===== src/rtl/dc_line_mover.sv =====
// dc_line_mover: data-cache miss engine on the 128-bit data RAM line port.
// Optionally writes the dirty victim line back as 4 x 32-bit beats, then
// fetches the new line as 4 beats and writes it into the data RAM.
// Optional feature macro: DC_LINE_MOVER_TIMEOUT_EN (idle-beat watchdog with err pulse).
//
// state   | meaning
// IDLE    | ready for a miss request
// WB_RD   | read victim line from data RAM
// WB_CAP  | capture RAM read data into line buffer
// WB_CMD  | issue write-burst command for victim
// WB_DATA | send victim line as 4 write beats
// FL_CMD  | issue read-burst command for fill line
// FL_DATA | collect 4 read beats into line buffer
// FL_WR   | write assembled line into data RAM
// DONE    | pulse fill_done
module dc_line_mover #(
    parameter int DWIDTH    = 11,
    parameter int TO_CYCLES = 255
) (
    input  logic              clk,
    input  logic              rst,
    input  logic              req_valid,
    output logic              req_ready,
    input  logic              req_wb,
    input  logic [DWIDTH-3:0] req_line_idx,
    input  logic [27:0]       req_victim_adr,
    input  logic [27:0]       req_fill_adr,
    output logic [DWIDTH-3:0] ram_radr_all,
    output logic              ram_ren_all,
    input  logic [127:0]      ram_rdata_all,
    output logic [DWIDTH-3:0] ram_wadr_all,
    output logic [127:0]      ram_wdata_all,
    output logic              ram_wen_all,
    output logic              ext_cmd_valid,
    input  logic              ext_cmd_ready,
    output logic              ext_cmd_we,
    output logic [27:0]       ext_cmd_adr,
    output logic              ext_wvalid,
    input  logic              ext_wready,
    output logic [31:0]       ext_wdata,
    input  logic              ext_rvalid,
    input  logic [31:0]       ext_rdata,
    output logic              busy,
    output logic              fill_done,
    output logic              err
);

    typedef enum logic [3:0] {
        IDLE, WB_RD, WB_CAP, WB_CMD, WB_DATA, FL_CMD, FL_DATA, FL_WR, DONE
    } state_t;

    state_t            state_q, state_d;
    logic [DWIDTH-3:0] idx_q, idx_d;
    logic [27:0]       vadr_q, vadr_d;
    logic [27:0]       fadr_q, fadr_d;
    logic [1:0]        cnt_q, cnt_d;
    logic [127:0]      line_q, line_d;
    logic              timeout;

`ifdef DC_LINE_MOVER_TIMEOUT_EN
    logic [7:0] wd_q, wd_d;
    logic       waiting;
    logic       beat_acc;

    // Watchdog runs only while waiting on the external bus
    always_comb begin
        waiting  = (state_q == WB_CMD) || (state_q == WB_DATA) ||
                   (state_q == FL_CMD) || (state_q == FL_DATA);
        timeout  = waiting && (wd_q == 8'(TO_CYCLES));
        beat_acc = ((state_q == WB_DATA) && ext_wready) ||
                   ((state_q == FL_DATA) && ext_rvalid);
        wd_d     = 8'd0;
        if (waiting && !beat_acc && (state_d == state_q))
            wd_d = wd_q + 8'd1;
    end

    // Watchdog register
    always_ff @(posedge clk or posedge rst) begin
        if (rst) wd_q <= 8'd0;
        else     wd_q <= wd_d;
    end

    assign err = timeout;
`else
    assign timeout = 1'b0;
    assign err     = 1'b0;
`endif

    // Next-state, request capture, beat counter and line buffer assembly
    always_comb begin
        state_d = state_q;
        idx_d   = idx_q;
        vadr_d  = vadr_q;
        fadr_d  = fadr_q;
        cnt_d   = cnt_q;
        line_d  = line_q;
        case (state_q)
            IDLE: begin
                if (req_valid) begin
                    idx_d   = req_line_idx;
                    vadr_d  = req_victim_adr;
                    fadr_d  = req_fill_adr;
                    state_d = req_wb ? WB_RD : FL_CMD;
                end
            end
            WB_RD:  state_d = WB_CAP;
            WB_CAP: begin
                line_d  = ram_rdata_all;
                state_d = WB_CMD;
            end
            WB_CMD: if (ext_cmd_ready) state_d = WB_DATA;
            WB_DATA: begin
                if (ext_wready) begin
                    cnt_d = cnt_q + 2'd1;
                    if (cnt_q == 2'd3) state_d = FL_CMD;
                end
            end
            FL_CMD: if (ext_cmd_ready) state_d = FL_DATA;
            FL_DATA: begin
                if (ext_rvalid) begin
                    line_d[{cnt_q, 5'b0} +: 32] = ext_rdata;
                    cnt_d = cnt_q + 2'd1;
                    if (cnt_q == 2'd3) state_d = FL_WR;
                end
            end
            FL_WR:   state_d = DONE;
            DONE:    state_d = IDLE;
            default: state_d = IDLE;
        endcase
        // Abort leaves the buffer untouched; it is never written to RAM
        if (timeout) begin
            state_d = IDLE;
            cnt_d   = 2'd0;
            line_d  = line_q;
        end
    end

    // State and datapath registers
    always_ff @(posedge clk or posedge rst) begin
        if (rst) begin
            state_q <= IDLE;
            idx_q   <= '0;
            vadr_q  <= '0;
            fadr_q  <= '0;
            cnt_q   <= '0;
            line_q  <= '0;
        end else begin
            state_q <= state_d;
            idx_q   <= idx_d;
            vadr_q  <= vadr_d;
            fadr_q  <= fadr_d;
            cnt_q   <= cnt_d;
            line_q  <= line_d;
        end
    end

    // Outputs decoded from state; address/data buses are zero when unused
    always_comb begin
        req_ready     = (state_q == IDLE);
        busy          = (state_q != IDLE);
        ram_ren_all   = (state_q == WB_RD);
        ram_radr_all  = (state_q == WB_RD) ? idx_q : '0;
        ram_wen_all   = (state_q == FL_WR);
        ram_wadr_all  = (state_q == FL_WR) ? idx_q : '0;
        ram_wdata_all = (state_q == FL_WR) ? line_q : '0;
        ext_cmd_valid = ((state_q == WB_CMD) || (state_q == FL_CMD)) && !timeout;
        ext_cmd_we    = (state_q == WB_CMD) && !timeout;
        ext_cmd_adr   = '0;
        if (state_q == WB_CMD) ext_cmd_adr = vadr_q;
        if (state_q == FL_CMD) ext_cmd_adr = fadr_q;
        ext_wvalid    = (state_q == WB_DATA) && !timeout;
        ext_wdata     = (state_q == WB_DATA) ? line_q[{cnt_q, 5'b0} +: 32] : '0;
        fill_done     = (state_q == DONE);
    end

endmodule


===== config.mk =====
export PLATFORM = sky130hd
export DESIGN_NAME = dc_line_mover
export DESIGN_NICKNAME = d
export VERILOG_FILES = /design/src/rtl/dc_line_mover.sv
export SDC_FILE = /design/constraint.sdc
export NUM_CORES = 1
export LEC_CHECK = 0
export CORE_AREA = 2 2 172 174
export CTS_CLUSTER_SIZE = 28
export DETAILED_ROUTE_END_ITERATION = 16
export DIE_AREA = 0 0 174 176
export GPL_ROUTABILITY_DRIVEN = 0
export GPL_TIMING_DRIVEN = 0
export PLACE_DENSITY = 0.78
export SLEW_MARGIN = 0
export SYNTH_ARGS = -nofsm -noshare
export SYNTH_HDL_FRONTEND = slang
export SYNTH_SLANG_ARGS = --single-unit

===== constraint.sdc =====
create_clock -name clk -period 7 [get_ports clk]
set_clock_uncertainty 0.15 [all_clocks]
set_input_delay 0.7 -clock clk [delete_from_list [all_inputs] [get_ports clk]]
set_output_delay 0.7 -clock clk [all_outputs]
set_load 0.05 [all_outputs]

* Yosys cells after proc, flatten, opt, wreduce, memory -nomap -nowiden
Index checks and enable logic that the tools add are counted.
** Cells by class
- Multiplexer cells :: 21
- Shift operators :: 3
- Eq/ne operators :: 16
- Reductions and logical operators :: 9
- Add/sub/neg operators :: 2
** Operators with widths (count)
- two-way mux 128 bit :: 2
- one-hot mux 128 bit (2 select lines) :: 1
- bitwise mux 128 bit :: 1
- variable shift 32 x 9 -> 128 bit (first input constant) :: 1
- indexed part select 128 x 8 -> 32 bit :: 1
- indexed part select 32 x 9 -> 128 bit :: 1
- two-way mux 28 bit :: 2
- two-way mux 32 bit :: 1
- one-hot mux 4 bit (8 select lines) :: 1
- two-way mux 4 bit :: 7
- two-way mux 9 bit :: 2
- equality test 4 x 3 -> 1 bit (second input constant) :: 4
- inequality test 2 bit (second input constant) :: 5
- negator 7 -> 9 bit :: 1
- equality test 4 x 2 -> 1 bit (second input constant) :: 2
- AND reduction 7 bit :: 1
- equality test 4 x 1 -> 1 bit (second input constant) :: 1
- equality test 4 bit (second input constant) :: 1
- logical NOT 4 bit :: 1
- two-way mux 2 bit :: 2
- inequality test 2 x 1 -> 1 bit (second input constant) :: 2
- one-hot mux 2 bit (2 select lines) :: 1
- AND reduction 2 bit :: 2
- nonzero test 2 bit :: 2
- 6 further kinds :: 6
** Storage, ports and cells
- Logic and storage cells :: 57
- Input bits :: 232
- Register bits :: 199
- Output and inout bits :: 215

* Depth between registers and ports, before layout
- Word-level depth :: 5
- Mapped depth :: 10
- Mapped depth without buffers :: 6

* Worst setup path before layout
OpenSTA, ideal clock, no wires.
- Path kind :: register -> output
- Start :: reg state_q[2]
- End :: out ram_radr_all[0]
- Path buffers :: 1
- Required time :: 6150 ps
- Arrival time :: 2618 ps
- Cell stages (with the launch flop) :: 4
- Slack :: 3532 ps
- Path through :: dfrtp_1 -> buf_2 -> nor3_1 -> and2_1
** Between the ends
- Cells in the longest elaborated chain, start to end :: 2
** RTL lines
- from (decl) :: line 52 : state_t state_q, state_d;
- from (signal assigned) :: line 148 : state_q <= state_d;
- equality test 4 x 1 -> 1 bit
- net ram_ren_all :: line 29 : output logic ram_ren_all,
- two-way mux 9 bit :: line 162 : ram_radr_all = (state_q == WB_RD) ? idx_q : '0;
- to (decl) :: line 28 : output logic [DWIDTH-3:0] ram_radr_all,
The timed path passes the listed nets, and every way through them passes these cells.

* Worst setup path in the final report
- Start :: reg state_q[3]
- End :: out ram_wdata_all[63]
** Between the ends
- Cells in the longest elaborated chain, start to end :: 2
** RTL lines
- equality test 4 x 3 -> 1 bit :: line 165 : ram_wdata_all = (state_q == FL_WR) ? line_q : '0;
- two-way mux 128 bit :: line 165
- to (decl) :: line 32 : output logic [127:0] ram_wdata_all,
No other way between the ends.

==> metrics.txt <==
outcome=completed; global-route wire length before repair=71,020 um; synthesis-to-finish area growth=50.37%; hold buffers post-CTS=0; Die Wd=174 um; initial core utilization=0.3871; Most common cell on crit path=clkbuf_1; Worst Setup End Kind=primary output; CP Data Required Time=6150 ps; vias in the first global route=11.26k; io pins=447; clk_lat worst skew=430 ps; Final setup viols=0; Critical Path Max Stage Delay=850 ps; xor and xnor area share after synthesis=0.001585; worst min path class=reg2reg; RSZ-0062 raised after global routing=false; Slew @ Worst Pin=1065 ps; CTS root buffer=clkbuf_16; Tot GR Track Use=0.3116; post-cts resize count=0; sequential area share after synthesis=0.4507; Pins Over Slew Limit=0; die area=0.03062 mm2; CTS tree=built; Worst Path Max Fanout=10; yosys warns=0; worst setup path class=reg2out; critical path cell sequence=buf_2 -> nand2b_1 -> nor2_1 -> clkbuf_1 -> clkbuf_1 -> and2_1 -> clkdlybuf4s50_1; Core Box Area=0.02855 mm2; mux cell area share after synthesis=0.1525; VDD IR max=0.2823 mV; DR WL/cell=25.52 um; largest cells by area after synthesis=dfrtp_1, a22oi_1, and2_1; Rel. slew slack=0.2847; count of cell types in the netlist=37; Via Count=11.05k; Filler Cells Inserted=2,497; syn_area_per_cell=10.57 um2; Net Sw Power=4.076 mW; area share of the largest cell type after synthesis=0.4507; Compound-Gate Fraction of Synth Area=0.1769; largest net degree at the start of global routing=112; largest family of logic cells by synthesized area=compound AO/OA/AOI/OAI gates; Adder-Cell Fraction of Synth Area=0.005662; Power Internal=4.269 mW; Syn Inst Count=1,045; Max Cap Viol=0; drt total wl=48,770 um; Synth Net Count=1,282; Post-CTS Setup Repair Bufs=0; net switching fraction of the power=0.4884; register clock-pin slew on the reported worst setup and hold paths=80 ps; footprint of the multi-input gates=0.005572 mm2; GR Overflow Total=0; final hold violation count=0; CP max stage cell=clkdlybuf4s50_1; DRT Pass-1 Iters=6; Yosys top cell by area=dfrtp_1; CP bufs+invs=4; power share of the combinational group=0.613; nets=1,747; port bufs=445; Synth Area in Simple Gates=0.1673; Vias/cell=5.780; Non-Filler Instances=1,911; Seq pwr share=0.264; final core occ=0.5820; Clock Path Buffers=2; initial antenna violation count=3; Post-DRT Antenna Nets=0; CTS sink count=199; H-tree lvl count=4; Fmax=213.2 MHz; Placed Cells=1,875; detailed router's first-iteration violation count=1,084; fin crit share=0.6700; clock network power share=0.123; Synth Cell Area=0.01105 mm2; Num CTS Buffers=17; pwr dens=502.3 mW/mm2; share of layout cells above drive strength 1=0.1241; delay-heaviest family, CP=buffers and inverters; Site Rows=62; Min Clock Period, post-route=4690 ps; Worst setup SP type=flip-flop; DRC=0; Die Y=176 um; crit path DAT=3840 ps; #FFs+latches synth=199; Pleak=6.752 nW; Reg area=0.004980 mm2; Final HPWL DP=36,260 um
## cells in the final DEF (no fill, tap or decap), drive strengths merged, types with 5 or more instances in the layout
cell and instances:
ha 5, clkdlybuf4s50 445, mux2 69, and2 146
nor2 134, dfrtp 199, a21oi 136, clkbuf 64
mux4 32, buf 51, a22o 28, inv 14
a22oi 129, nand2 8, nor2b 32
## power groups by stage
stage	clock [mW]	combinational [mW]	sequential [mW]
floorplan	0	3.50	2.02
global placement	0	4.99	2.16
detailed placement	0	5.07	2.20
CTS	1.04	5.09	2.18
global route	1.08	5.36	2.26
finish	1.03	5.12	2.20
## area by class of cell
type,instances,share of cell area
Clock inverter,14,0.009413
Inverter,6,0.001807
Sequential cell,199,0.2997
Clock buffer,18,0.02583
Timing Repair Buffer,446,0.2697
Multi-Input combinational cell,744,0.3353
Antenna cell,4,0.0006025
Tap cell,384,0.02892
Buffer,96,0.02862
## sequential cells by signal (all words and copies together) (netlist names)
| signal | count |
|---|---|
| vadr_q | 28 |
| line_q | 128 |
| fadr_q | 28 |
| state_q | 4 |
| cnt_q | 2 |
| idx_q | 9 |
## path summary, 6_finish.rpt
path	start	to	slack, ps	depth (start not counted)
setup / recovery	state_q[3]	ram_wdata_all[63]	2310	7
setup reg to reg	cnt_q[1]	line_q[62]	3070	10
min in group asynchronous	rst	idx_q[8]	600	2
hold reg to reg	vadr_q[3]	vadr_q[3]	360	1
max in group asynchronous	rst	line_q[116]	5070	3
hold / removal	vadr_q[3]	vadr_q[3]	360	1
## metrics by stage
step	setup slack (ps)	power (mW)	TNS, ps	hold WS (ps)	area, um2
final	2310	8.345	0	362.0	16610
after floorplan	724.3	5.518	0	329.9	11050
after global routing	2115	8.703	0	378.6	16610
after detailed placement	2831	7.265	0	344.8	16020
after global placement	-2127	7.146	-417890	337.3	15980
after CTS	2329	8.309	0	365.6	16600
## cell usage after synthesis
library cell,count
dfrtp_1,199
and2_1,146
nor2_1,134
a21oi_1,132
a22oi_1,129
mux2_4,50
clkbuf_1,46
buf_2,35
mux4_2,32
nor2b_1,32
a22o_1,28
mux2_2,17
nand2_1,8
buf_6,7
buf_4,5
ha_1,5
inv_1,5
a21oi_4,4
nand2b_1,4
buf_1,3
nor3_1,3
nor4_4,3
mux2_1,2
nor4b_1,2
xnor2_1,2
a21o_1,1
conb_1,1
inv_2,1
nand4b_1,1
nand4bb_1,1
nor3_4,1
nor3b_1,1
nor4_1,1
o21bai_1,1
or3b_1,1
or4_4,1
or4b_1,1
## layer usage
layer	vias up	global-route usage	wire length [um]
met5	-	0	13
met4	2	0.1429	2304
met3	140	0.06912	4089
met2	720	0.5116	23450
met1	5504	0.3949	18910
li1	4680	-	-
## logic make-up after synthesis
family / after synthesis
AND/OR/NAND/NOR: 340
AO/OA/AOI/OAI: 295
flip-flops: 199
buffers and inverters: 102
multiplexers: 101
adder cells (fa/ha/maj): 5
XOR/XNOR: 2
other: 1
Power figures use the tool's default switching activity.
